<file path="config.mk">
export PLATFORM = sky130hd
export DESIGN_NAME = mem_access_ctrl
export DESIGN_NICKNAME = d
export VERILOG_FILES = /design/src/rtl/mem_access_ctrl.sv
export SDC_FILE = /design/constraint.sdc
export NUM_CORES = 1
export LEC_CHECK = 0
export CORE_MARGIN = 3
export CORE_UTILIZATION = 39
export DETAILED_ROUTE_END_ITERATION = 16
export HOLD_SLACK_MARGIN = 0.05
export PLACE_DENSITY = 0.86
export SLEW_MARGIN = 20
export SYNTH_ARGS = -nofsm -noshare
export SYNTH_HDL_FRONTEND = slang
export SYNTH_SLANG_ARGS = --single-unit
</file>
<file path="constraint.sdc">
create_clock -name clk -period 1.9 [get_ports clk]
set_input_delay 0.38 -clock clk [delete_from_list [all_inputs] [get_ports clk]]
set_output_delay 0.38 -clock clk [all_outputs]
set_load 0.02 [all_outputs]
</file>
<file path="src/rtl/mem_access_ctrl.sv">
// mem_access_ctrl - MEM-stage sequencer for the 5-stage MIPS pipeline.
// Converts the EX/MEM load/store request into one req/ack bus transaction
// against a variable-latency data memory, freezes the pipeline with stall
// until the access completes or times out, and keeps sticky error status
// plus wrapping read/write completion counters.
//
// Ports:
//   clk, rst_n                 clock, synchronous active-low reset
//   Mem_Read, Mem_Write        load/store request from EX/MEM
//   Address, Write_Data        byte address and store data from EX/MEM
//   mem_ack, mem_rdata         memory completion strobe and read data
//   mem_req, mem_we            registered bus request and direction
//   mem_addr, mem_wdata        latched address and store data
//   Read_Data, rd_valid        load result to MEM/WB and its valid flag
//   stall                      pipeline freeze (combinational)
//   bus_error                  sticky error (illegal request or timeout)
//   rd_cnt, wr_cnt             completed reads / writes, wrapping
module mem_access_ctrl #(
  parameter int unsigned DATA_W  = 32,
  parameter int unsigned TIMEOUT = 15,
  parameter int unsigned CNT_W   = 16
) (
  input  logic              clk,
  input  logic              rst_n,
  input  logic              Mem_Read,
  input  logic              Mem_Write,
  input  logic [DATA_W-1:0] Address,
  input  logic [DATA_W-1:0] Write_Data,
  input  logic              mem_ack,
  input  logic [DATA_W-1:0] mem_rdata,
  output logic              mem_req,
  output logic              mem_we,
  output logic [DATA_W-1:0] mem_addr,
  output logic [DATA_W-1:0] mem_wdata,
  output logic [DATA_W-1:0] Read_Data,
  output logic              rd_valid,
  output logic              stall,
  output logic              bus_error,
  output logic [CNT_W-1:0]  rd_cnt,
  output logic [CNT_W-1:0]  wr_cnt
);

  typedef enum logic [1:0] {
    IDLE,
    REQ,
    DONE
  } state_t;

  localparam logic [7:0] WAIT_LAST = 8'(TIMEOUT - 1);

  state_t     state;
  state_t     state_nx;
  logic [7:0] wait_cnt;
  logic       one_req;
  logic       both_req;
  logic       timeout_hit;

  always_comb begin
    one_req     = Mem_Read ^ Mem_Write;
    both_req    = Mem_Read & Mem_Write;
    timeout_hit = (wait_cnt == WAIT_LAST);
    state_nx    = state;
    stall       = 1'b0;
    case (state)
      IDLE: begin
        stall = one_req;
        if (one_req) state_nx = REQ;
      end
      REQ: begin
        stall = 1'b1;
        if (mem_ack || timeout_hit) state_nx = DONE;
      end
      DONE:    state_nx = IDLE;
      default: state_nx = IDLE;
    endcase
    // While reset is held the pipeline must not be frozen, even though the
    // IDLE decode would otherwise follow the (possibly active) request inputs.
    if (!rst_n) stall = 1'b0;
  end

  always_ff @(posedge clk) begin
    if (!rst_n) state <= IDLE;
    else        state <= state_nx;
  end

  always_ff @(posedge clk) begin
    if (!rst_n) begin
      mem_req   <= 1'b0;
      mem_we    <= 1'b0;
      mem_addr  <= '0;
      mem_wdata <= '0;
      Read_Data <= '0;
      rd_valid  <= 1'b0;
      bus_error <= 1'b0;
      wait_cnt  <= '0;
      rd_cnt    <= '0;
      wr_cnt    <= '0;
    end else begin
      case (state)
        IDLE: begin
          if (one_req) begin
            mem_addr  <= Address;
            mem_wdata <= Write_Data;
            mem_we    <= Mem_Write;
            mem_req   <= 1'b1;
            wait_cnt  <= '0;
          end else if (both_req) begin
            bus_error <= 1'b1;
          end
        end
        REQ: begin
          // Ack is tested first so it wins over a same-cycle timeout.
          if (mem_ack) begin
            mem_req  <= 1'b0;
            rd_valid <= ~mem_we;
            if (mem_we) begin
              wr_cnt <= wr_cnt + 1'b1;
            end else begin
              Read_Data <= mem_rdata;
              rd_cnt    <= rd_cnt + 1'b1;
            end
          end else if (timeout_hit) begin
            mem_req   <= 1'b0;
            bus_error <= 1'b1;
            rd_valid  <= ~mem_we;
            if (!mem_we) Read_Data <= '0;
          end else begin
            wait_cnt <= wait_cnt + 8'd1;
          end
        end
        DONE:    rd_valid <= 1'b0;
        default: ;
      endcase
    end
  end

endmodule

</file>
==> results.json <==
{
  "status": "finished, final reports clean",
  "critPathLaunch": "wait_cnt[0]",
  "critical_path.max_fanout": 6,
  "synth_nets": 815,
  "drt_first_pass_iters": 4,
  "p_int_mw": 5.93,
  "nFillCells": 1179,
  "place_hpwl_um": 11500,
  "p_leak_nw": 3.60,
  "core-area_sq_um": 14200,
  "dieArea_sq_um": 16300,
  "crit_path_top_delay_cell": "or4b_4",
  "critPathArrivalTime_ns": 2.18,
  "post-route-min-period_ns": 1.86,
  "rows": 43,
  "p_per_area_nw_per_um2": 869,
  "clockBufferDepth": 2,
  "grt_max_degree": 99,
  "hold_viol_final": 0,
  "critPathRequiredTime_ns": 2.21,
  "relSlewSlack_pct": 64.6,
  "critPathLaunchType": "flop",
  "worst_hold_slack_ns": 0.451,
  "drt_iter0_drc": 259,
  "swShare_pct": 25.7,
  "place_area_sq_um": 8460,
  "drive_above_1_share_pct": 9.70,
  "ys_ff_latch": 142,
  "path_cells": "inv_2, ha_1, or4b_4, o31ai_4, buf_4, nand2_4, a311oi_2",
  "netlist_area_sq_um": 5780,
  "n_antenna_cell": 0,
  "fmax_mhz": 537,
  "drv_cap": 0,
  "ys_warn_count": 0,
  "comb_power_share_pct": 17.4,
  "ant_nets": 0,
  "overflow": 0,
  "pin_count": 234,
  "finalCritPeriodShare_pct": 98.1,
  "hold_path_class": "flop to flop",
  "grt_pass1_vias": 5637,
  "rsz0062_at_grt": "yes",
  "clkLatencyLatePin_ns": 0.41,
  "nets": 1062,
  "clockPowerShare_pct": 42.3,
  "ir_drop_v": 0.000658,
  "end_kind": "flop",
  "globalplace.congestion": 0.769,
  "antenna_found_initial": 0,
  "synth-seq-area-share_pct": 49.2,
  "grt_use_total_pct": 20.0,
  "viasPerCell": 5.01,
  "fin_util_pct": 64.7,
  "slew_violations": 0,
  "synthArstFlopShare_pct": 0,
  "cts_tree": "done",
  "clock_skew_ns": 0.0104,
  "synth.distinct_cells": 52,
  "routedWlPerCell_um": 14.6,
  "synth_edf_count": 0,
  "ys.flop_type": "dfxtp_1",
  "pwr-share-seq_pct": 40.3,
  "io_buffer_count": 233,
  "clockRootBuffer": "clkbuf_16",
  "critical_path_class": "flop to flop",
  "area_growth_pct": 59.1,
  "fin_setup_tns_ns": 0,
  "worst_slew_pin_slew_ns": 0.531,
  "path_clk_slew_ns": 0.06,
  "die_x_um": 128,
  "start_util_pct": 40.7,
  "htreeDepth": 4,
  "min_from": "mem_addr[16]",
  "syn-instance-count": 709,
  "cpPeakStageDelay_ns": 0.51,
  "fin_area_sq_um": 9200,
  "routed-via-count": 5752,
  "die_h_um": 128,
  "finalWirelength_um": 16800,
  "switchingPower_mw": 2.06,
  "synth.avg_cell_area_sq_um": 8.15,
  "grt_pass1_wl_um": 26800,
  "drc_errors": 0,
  "cts_buffers": 17,
  "setup_viol": 0,
  "cts_sinks": 142,
  "worst_r2r_startpoint": "wait_cnt[0]"
}
-- flip-flops by register name, summed over array words and instances, names as in the netlist, 2 cells and up --
| name | flops |
|---|---|
| Read_Data | 32 |
| mem_addr | 32 |
| mem_wdata | 32 |
| rd_cnt | 16 |
| state | 2 |
| wait_cnt | 8 |
| wr_cnt | 16 |
-- synth_stat cells, drive strengths merged, types with 6 or more instances --
master / number / share of area [%]
mux2i: 7 / 1.2
dfxtp: 142 / 49
o21ai: 39 / 3.4
buf: 15 / 1.7
xnor2: 6 / 0.91
xor2: 9 / 1.4
nand2: 156 / 10
clkbuf: 30 / 1.9
and3: 6 / 0.65
nand4: 9 / 1.1
or3: 6 / 0.65
nor3: 7 / 0.61
a21oi: 108 / 9.4
nand2b: 7 / 0.76
nand3: 18 / 1.6
and2: 36 / 3.9
nor2: 56 / 3.6
-- what timing repair did --
action | in CTS | in global routing
hold endpoints to repair | 0 | 0
gates cloned | 0 | 2
pin swaps | 1 | 4
hold buffers | 0 | 0
setup endpoints to repair | 40 | 53
setup buffers | 1 | 0
resized for setup | 13 | 16
-- final cells by class --
class / instances / area, sq um / area share, %
flip-flops and latches: 142 / 2840 / 30.9
clock buffers: 19 / 443 / 4.82
multi-input cells: 518 / 2770 / 30.1
clock inverters: 13 / 163 / 1.77
repair buffers: 273 / 2740 / 29.8
inverters: 4 / 15.0 / 0.163
well taps: 180 / 225 / 2.45
-- through the flow --
step / cells / setup slack (ns) / total power [mW]
6_report: 1149 / 0.0364 / 7.99
3_3_place_gp: 1114 / -0.552 / 4.64
5_1_grt: 1149 / -0.0293 / 8.34
3_5_place_dp: 1114 / -0.606 / 4.66
4_1_cts: 1147 / 0.00284 / 8.09
2_1_floorplan: 709 / 0.0766 / 3.94
-- placed cells by master (no fill, tap or decap), types with 5 or more instances in the layout --
cell type and instances:
dfxtp_1 141, clkdlybuf4s50_1 218, and2_1 35, or3_1 6, buf_4 34, nand3_1 18
buf_12 5, nand2_1 154, nor3_1 5, xor2_1 9, clkbuf_16 19, xnor2_1 6
nand4_1 8, o21ai_0 39, and3_1 6, mux2i_1 7, nor2_1 56, dlymetal6s2s_1 9
nand2b_1 7, a21oi_1 108
-- final timing paths --
kind	end	slack, ns	cells after the start
worst max-delay path	wait_cnt[3]	0.04	7
worst max register to register	wait_cnt[3]	0.04	7
worst min register to register	mem_addr[16]	0.45	2
worst min-delay path	mem_addr[16]	0.45	2
-- critical path: cells and delay by family (launching register included) --
family,cells,cell delay [ns]
flip-flops,1,0.31
adder cells (fa/ha/maj),1,0.15
AND/OR/NAND/NOR,2,0.56
AO/OA/AOI/OAI,2,0.49
buffers and inverters,2,0.26
-- power groups by stage --
stage / sequential (mW) / clock, mW / combinational [mW]
after global placement: 3.28 / 0 / 1.36
after global routing: 3.24 / 3.60 / 1.50
after CTS: 3.22 / 3.48 / 1.39
after floorplan: 3.47 / 0 / 0.473
after detailed placement: 3.29 / 0 / 1.38
final: 3.22 / 3.38 / 1.39
-- per-layer routing --
metal | up-vias | wire (um) | GRT usage [%]
li1 | 2904 | - | -
met1 | 2664 | 7140 | 24.1
met2 | 160 | 8460 | 34.3
met3 | 24 | 812 | 4.33
met4 | 0 | 412 | 8.61
met5 | - | 0 | 0
-- cells by family after synthesis --
group	after synthesis	synth area share (%)
AND/OR/NAND/NOR	320	26.1
flip-flops	142	49.2
XOR/XNOR	15	2.27
multiplexers	7	1.21
buffers and inverters	49	3.88
AO/OA/AOI/OAI	171	16.3
adder cells (fa/ha/maj)	5	1.08
No activity file was read; power rests on OpenSTA's default activity.
